==> src/rtl/shared_mem_arbiter.sv <==
// Two-requester arbiter/sequencer for the CPU's single-port shared memory.
// Each access is ISSUE (command on the bus) followed by COMPLETE (done, read data).
module shared_mem_arbiter #(
  parameter int ADDR_W       = 9,
  parameter int DATA_W       = 32,
  parameter int STARVE_LIMIT = 64
) (
  input  logic              clk,
  input  logic              rst,
  input  logic              cpu_req,
  input  logic              cpu_we,
  input  logic [ADDR_W-1:0] cpu_addr,
  input  logic [DATA_W-1:0] cpu_wdata,
  input  logic              cpu_lock,
  output logic              cpu_gnt,
  output logic              cpu_done,
  output logic [DATA_W-1:0] cpu_rdata,
  input  logic              dbg_req,
  input  logic              dbg_we,
  input  logic [ADDR_W-1:0] dbg_addr,
  input  logic [DATA_W-1:0] dbg_wdata,
  output logic              dbg_gnt,
  output logic              dbg_done,
  output logic [DATA_W-1:0] dbg_rdata,
  output logic              mem_en,
  output logic              mem_we,
  output logic [ADDR_W-1:0] mem_addr,
  output logic [DATA_W-1:0] mem_wdata,
  input  logic [DATA_W-1:0] mem_rdata,
  output logic              owner,
  output logic              dbg_starve
);

  localparam int WAIT_W = $clog2(STARVE_LIMIT) + 1;
  localparam logic [WAIT_W-1:0] LIMIT_W = WAIT_W'(STARVE_LIMIT);

  localparam logic [1:0] IDLE     = 2'd0;
  localparam logic [1:0] ISSUE    = 2'd1;
  localparam logic [1:0] COMPLETE = 2'd2;

  // Requester 0 is the CPU, requester 1 is the debug port.
  logic [1:0]                   eligible;
  logic [1:0]                   we_vec;
  logic [1:0][ADDR_W-1:0]       addr_vec;
  logic [1:0][DATA_W-1:0]       wdata_vec;
  logic [1:0][DATA_W-1:0]       rdata_vec;

  logic [1:0]        state_reg, state_next;
  logic              owner_reg, owner_next;
  logic              other;
  logic              start;

  logic              mem_en_reg;
  logic              mem_we_reg;
  logic [ADDR_W-1:0] mem_addr_reg;
  logic [DATA_W-1:0] mem_wdata_reg;
  logic [1:0]        gnt_reg;
  logic [1:0]        done_reg;

  logic [WAIT_W-1:0] wait_reg, wait_next;
  logic              starve_reg;
  logic              grant_dbg;

  assign eligible  = {dbg_req & ~cpu_lock, cpu_req};
  assign we_vec    = {dbg_we, cpu_we};
  assign addr_vec  = {dbg_addr, cpu_addr};
  assign wdata_vec = {dbg_wdata, cpu_wdata};
  assign other     = ~owner_reg;

  // start marks the edge at which a new command is latched onto the bus.
  always_comb begin
    state_next = state_reg;
    owner_next = owner_reg;
    start      = 1'b0;
    case (state_reg)
      IDLE: begin
        if (eligible[0]) begin
          state_next = ISSUE;
          owner_next = 1'b0;
          start      = 1'b1;
        end else if (eligible[1]) begin
          state_next = ISSUE;
          owner_next = 1'b1;
          start      = 1'b1;
        end
      end
      ISSUE: begin
        state_next = COMPLETE;
      end
      COMPLETE: begin
        // The owner's req is still high here, so only the other side can follow.
        if (eligible[other]) begin
          state_next = ISSUE;
          owner_next = other;
          start      = 1'b1;
        end else begin
          state_next = IDLE;
        end
      end
      default: begin
        state_next = IDLE;
      end
    endcase
  end

  always_ff @(posedge clk) begin
    if (rst) begin
      state_reg     <= IDLE;
      owner_reg     <= 1'b0;
      mem_en_reg    <= 1'b0;
      mem_we_reg    <= 1'b0;
      mem_addr_reg  <= '0;
      mem_wdata_reg <= '0;
      gnt_reg       <= 2'b00;
      done_reg      <= 2'b00;
    end else begin
      state_reg  <= state_next;
      owner_reg  <= owner_next;
      mem_en_reg <= start;
      gnt_reg    <= start ? (owner_next ? 2'b10 : 2'b01) : 2'b00;
      done_reg   <= (state_reg == ISSUE) ? (owner_reg ? 2'b10 : 2'b01) : 2'b00;
      if (start) begin
        mem_we_reg    <= we_vec[owner_next];
        mem_addr_reg  <= addr_vec[owner_next];
        mem_wdata_reg <= wdata_vec[owner_next];
      end
    end
  end

  // Per-requester read-data hold register with same-cycle bypass in COMPLETE.
  for (genvar gi = 0; gi < 2; gi++) begin : g_req
    logic [DATA_W-1:0] hold_reg;
    logic              bypass;

    assign bypass = done_reg[gi] & ~mem_we_reg;

    always_ff @(posedge clk) begin
      if (rst) begin
        hold_reg <= '0;
      end else if (bypass) begin
        hold_reg <= mem_rdata;
      end
    end

    assign rdata_vec[gi] = bypass ? mem_rdata : hold_reg;
  end

  // Cleared on the edge that raises dbg_gnt, so the flag is already low in the grant cycle.
  assign grant_dbg = start & owner_next;

  always_comb begin
    wait_next = wait_reg;
    if (grant_dbg) begin
      wait_next = '0;
    end else if (dbg_req && !gnt_reg[1] && (wait_reg != '1)) begin
      wait_next = wait_reg + WAIT_W'(1);
    end
  end

  always_ff @(posedge clk) begin
    if (rst) begin
      wait_reg   <= '0;
      starve_reg <= 1'b0;
    end else begin
      wait_reg <= wait_next;
      if (grant_dbg) begin
        starve_reg <= 1'b0;
      end else if (wait_next >= LIMIT_W) begin
        starve_reg <= 1'b1;
      end
    end
  end

  assign cpu_gnt    = gnt_reg[0];
  assign dbg_gnt    = gnt_reg[1];
  assign cpu_done   = done_reg[0];
  assign dbg_done   = done_reg[1];
  assign cpu_rdata  = rdata_vec[0];
  assign dbg_rdata  = rdata_vec[1];
  assign mem_en     = mem_en_reg;
  assign mem_we     = mem_we_reg;
  assign mem_addr   = mem_addr_reg;
  assign mem_wdata  = mem_wdata_reg;
  assign owner      = owner_reg;
  assign dbg_starve = starve_reg;

endmodule

==> config.mk <==
export PLATFORM = sky130hd
export DESIGN_NAME = shared_mem_arbiter
export DESIGN_NICKNAME = d
export VERILOG_FILES = /design/src/rtl/shared_mem_arbiter.sv
export SDC_FILE = /design/constraint.sdc
export NUM_CORES = 1
export LEC_CHECK = 0
export BUFFER_PORTS_ARGS = -buffer_cell sky130_fd_sc_hd__buf_2
export CORE_MARGIN = 1.5
export CORE_UTILIZATION = 51
export CTS_CLUSTER_DIAMETER = 30
export DETAILED_ROUTE_END_ITERATION = 7
export PLACE_DENSITY = 0.89
export SLEW_MARGIN = 15
export SYNTH_ARGS = -nofsm -noshare
export SYNTH_HDL_FRONTEND = slang
export SYNTH_SLANG_ARGS = --single-unit
==> constraint.sdc <==
create_clock -name clk -period 4.3 [get_ports clk]
set_input_delay 0.645 -clock clk [delete_from_list [all_inputs] [get_ports clk]]
set_output_delay 0.645 -clock clk [all_outputs]
set_load 0.01 [all_outputs]
==> results.py <==
metrics = {
    "synth": {
        "synth_common_cells": "dfxtp_1, nand2_1, nor2b_1",
        "synthDistinctLibCells": 34,
        "synth.yosys.seq_area_share_pct": 47.3,
        "yosys_warnings": 0,
        "synthDominantCellAreaShare_pct": 47.3,
        "synth-seq-cells": 122,
        "ys.flop_type": "dfxtp_1",
        "synth.avg_cell_area_um2": 10.2,
        "synthCells": 507,
        "synth_area_leaders": "dfxtp_1, mux2_2, a311oi_2",
        "syn-num-nets": 629,
        "synthArstFlopShare_pct": 0,
        "synth-edff-count": 0,
        "synth_top_area_cell": "dfxtp_1",
        "synthesis.area_um2": 5170,
        "yosys.cell_count.top_type": "dfxtp_1",
    },
    "routing": {
        "drt.antenna.violating_nets": 0,
        "drtIter0Drc": 112,
        "first_pass_iters": 4,
        "drcViolationCount": 0,
        "via_per_inst": 5.11,
        "routed_wl_um": 12800,
        "wl_per_cell_um": 14.7,
        "dr_total_vias": 4432,
    },
    "sta": {
        "setup_viol": 0,
        "relSlewSlack_pct": 31.0,
        "period_share_pct": 70.2,
        "max_freq_mhz": 331,
        "timing.setup.tns_ps": 0,
        "holdWs_ps": 402,
        "fin_skew_ps": 13.4,
        "hold_violations": 0,
        "rsz0062_at_grt": "false",
        "slew_violations": 0,
        "worst_pin_slew_ps": 1030,
        "finalWorstPathRequiredPeriod_ps": 3020,
    },
    "worst_setup_path": {
        "r2r_start": "owner$_SDFF_PP0_",
        "cp.required_ps": 3650,
        "max_stage_delay_ps": 490,
        "critPathLaunchType": "register",
        "cpMaxStageDelayCell": "nand2b_1",
        "crit_path_max_fanout": 22,
        "path_cells": "nand2b_1, buf_4, mux2_2, buf_2",
        "worstRegToRegCells": 5,
        "crit_type": "reg2out",
        "r2r-end": "mem_addr[4]$_SDFFE_PP0N_",
        "endpoint_kind": "output port",
        "worstPathArrival_ps": 2380,
        "r2r_setup_slack_ps": 1930,
    },
    "layout": {
        "final_util_pct": 70.0,
        "largest_reg_flops": 64,
        "synthToLayoutAreaGrowth_pct": 32.9,
        "antenna_cells": 0,
        "layout-drive-gt1-share_pct": 48.3,
        "fin_area_um2": 6870,
        "layout.nets": 848,
    },
    "global_route": {
        "grt_pass1_wl_um": 20700,
        "antenna_found_initial": 0,
        "grt_pass1_vias": 4413,
        "overflow": 0,
        "grt.total_usage_pct": 23.7,
        "grt_max_degree": 87,
    },
    "min_path": {
        "hold_depth": 3,
        "hold_end": "mem_wdata[8]$_SDFFE_PP0N_",
        "hold_start": "cpu_wdata[8]",
        "hold_path.class": "in2reg",
    },
    "power_and_ir_drop": {
        "worst_ir_drop_vdd_v": 0.000308,
        "power.density_nw_per_um2": 419,
        "p_total_uw": 2880,
        "leakage_uw": 0.00335,
    },
    "die": {
        "die_area_um2": 10700,
        "pin_count": 234,
        "start_util_pct": 52.6,
        "num_rows": 36,
        "die_w_um": 104,
        "core_um2": 9820,
        "die_y_um": 104,
    },
    "clock_tree": {
        "cts_sinks": 122,
        "cts_inserted_buffers": 17,
        "cts_buffer_depth": 2,
        "cts_setup_buffers": 0,
        "clk_latency_ps": 500,
        "hold_buffers": 0,
        "clk_pin_slew_ps": 60,
        "post_cts_resized": 0,
        "tritoncts": "yes",
        "cts_root_buf": "clkbuf_8",
        "ctsHtreeMaxLevel": 4,
    },
    "job": {
        "maxCapViolCount": 0,
    },
    "place": {
        "dpl_cell_area_um2": 6360,
        "place_congestion": 0.765,
        "io_buffers": 233,
        "dp_hpwl_um": 9280,
    },
    "outcome": {
        "outcome": "finished clean",
    },
}
critical path, delay by kind of cell, from the launching register on:
kind | cells | cell delay [ps]
buffers and inverters | 2 | 540
and+or+nand+nor | 1 | 490
DFF | 1 | 430
muxes | 1 | 390
how the worst max path moves through the flow:
stage	start	endpoint	cells after the start
detailed placement	cpu_lock	mem_wdata[12]$_SDFFE_PP0N_	6
finish	mem_we$_SDFFE_PP0N_	dbg_rdata[27]	4
floorplan	cpu_lock	mem_wdata[24]$_SDFFE_PP0N_	5
global placement	cpu_lock	mem_addr[6]$_SDFFE_PP0N_	6
global route	mem_we$_SDFFE_PP0N_	dbg_rdata[27]	4
CTS	mem_we$_SDFFE_PP0N_	dbg_rdata[27]	4
metrics by stage:
stage / worst slack, ps / instances
finish: 1280 / 868
global route: 1100 / 868
CTS: 1210 / 868
detailed placement: 1560 / 840
global placement: 1720 / 840
floorplan: 2300 / 507
cell type report:
cell class,instances,area (um2)
clock buffers,18,428
clock inverters,10,81.3
fillers,756,2950
inverters,1,3.75
multi-input cells,347,2550
flip-flops and latches,122,2440
well taps,133,166
repair buffers,237,1200
layout by cell type, fill, tap and decap left out, types with 2 or more instances in the layout:
cell       netlist  routed
buf_2            6     232
dfxtp_1        122     122
nand2_1         85      85
nor2b_1         69      68
mux2_2          55      55
nor2_1          52      52
a311oi_2        30      30
clkbuf_16        0      16
a311oi_1        12      12
mux2_1           9       9
clkinv_2         0       7
and2_1           5       5
buf_4            1       5
xor2_1           4       4
nand2b_1         3       3
o21ai_0          3       3
o2111ai_1        2       2
o211ai_1         2       2
and2b_1          2       2
clkbuf_8         0       2
cells by family (layout without fill, tap and decap cells):
kind of cell,Yosys count,after routing,synth area share (%)
compound gates,54,54,12.9
xor+xnor,4,4,0.678
fa+ha+maj,1,1,0.242
buf+inv,38,266,4.14
flops,122,122,47.3
mux,65,65,14.1
simple gates,223,223,20.6
layer usage:
| metal | wire, um | vias up | global-route usage [%] |
|---|---|---|---|
| li1 | - | 2167 | - |
| met1 | 5160 | 2068 | 26.8 |
| met2 | 6580 | 183 | 42.6 |
| met3 | 841 | 14 | 6.23 |
| met4 | 197 | 0 | 9.33 |
| met5 | 0 | - | 0 |
power by group:
| group | internal (uW) | switching (uW) |
|---|---|---|
| clock | 758 | 463 |
| sequential | 1200 | 33.4 |
| combinational | 187 | 239 |
No activity file was read; power rests on OpenSTA's default activity.
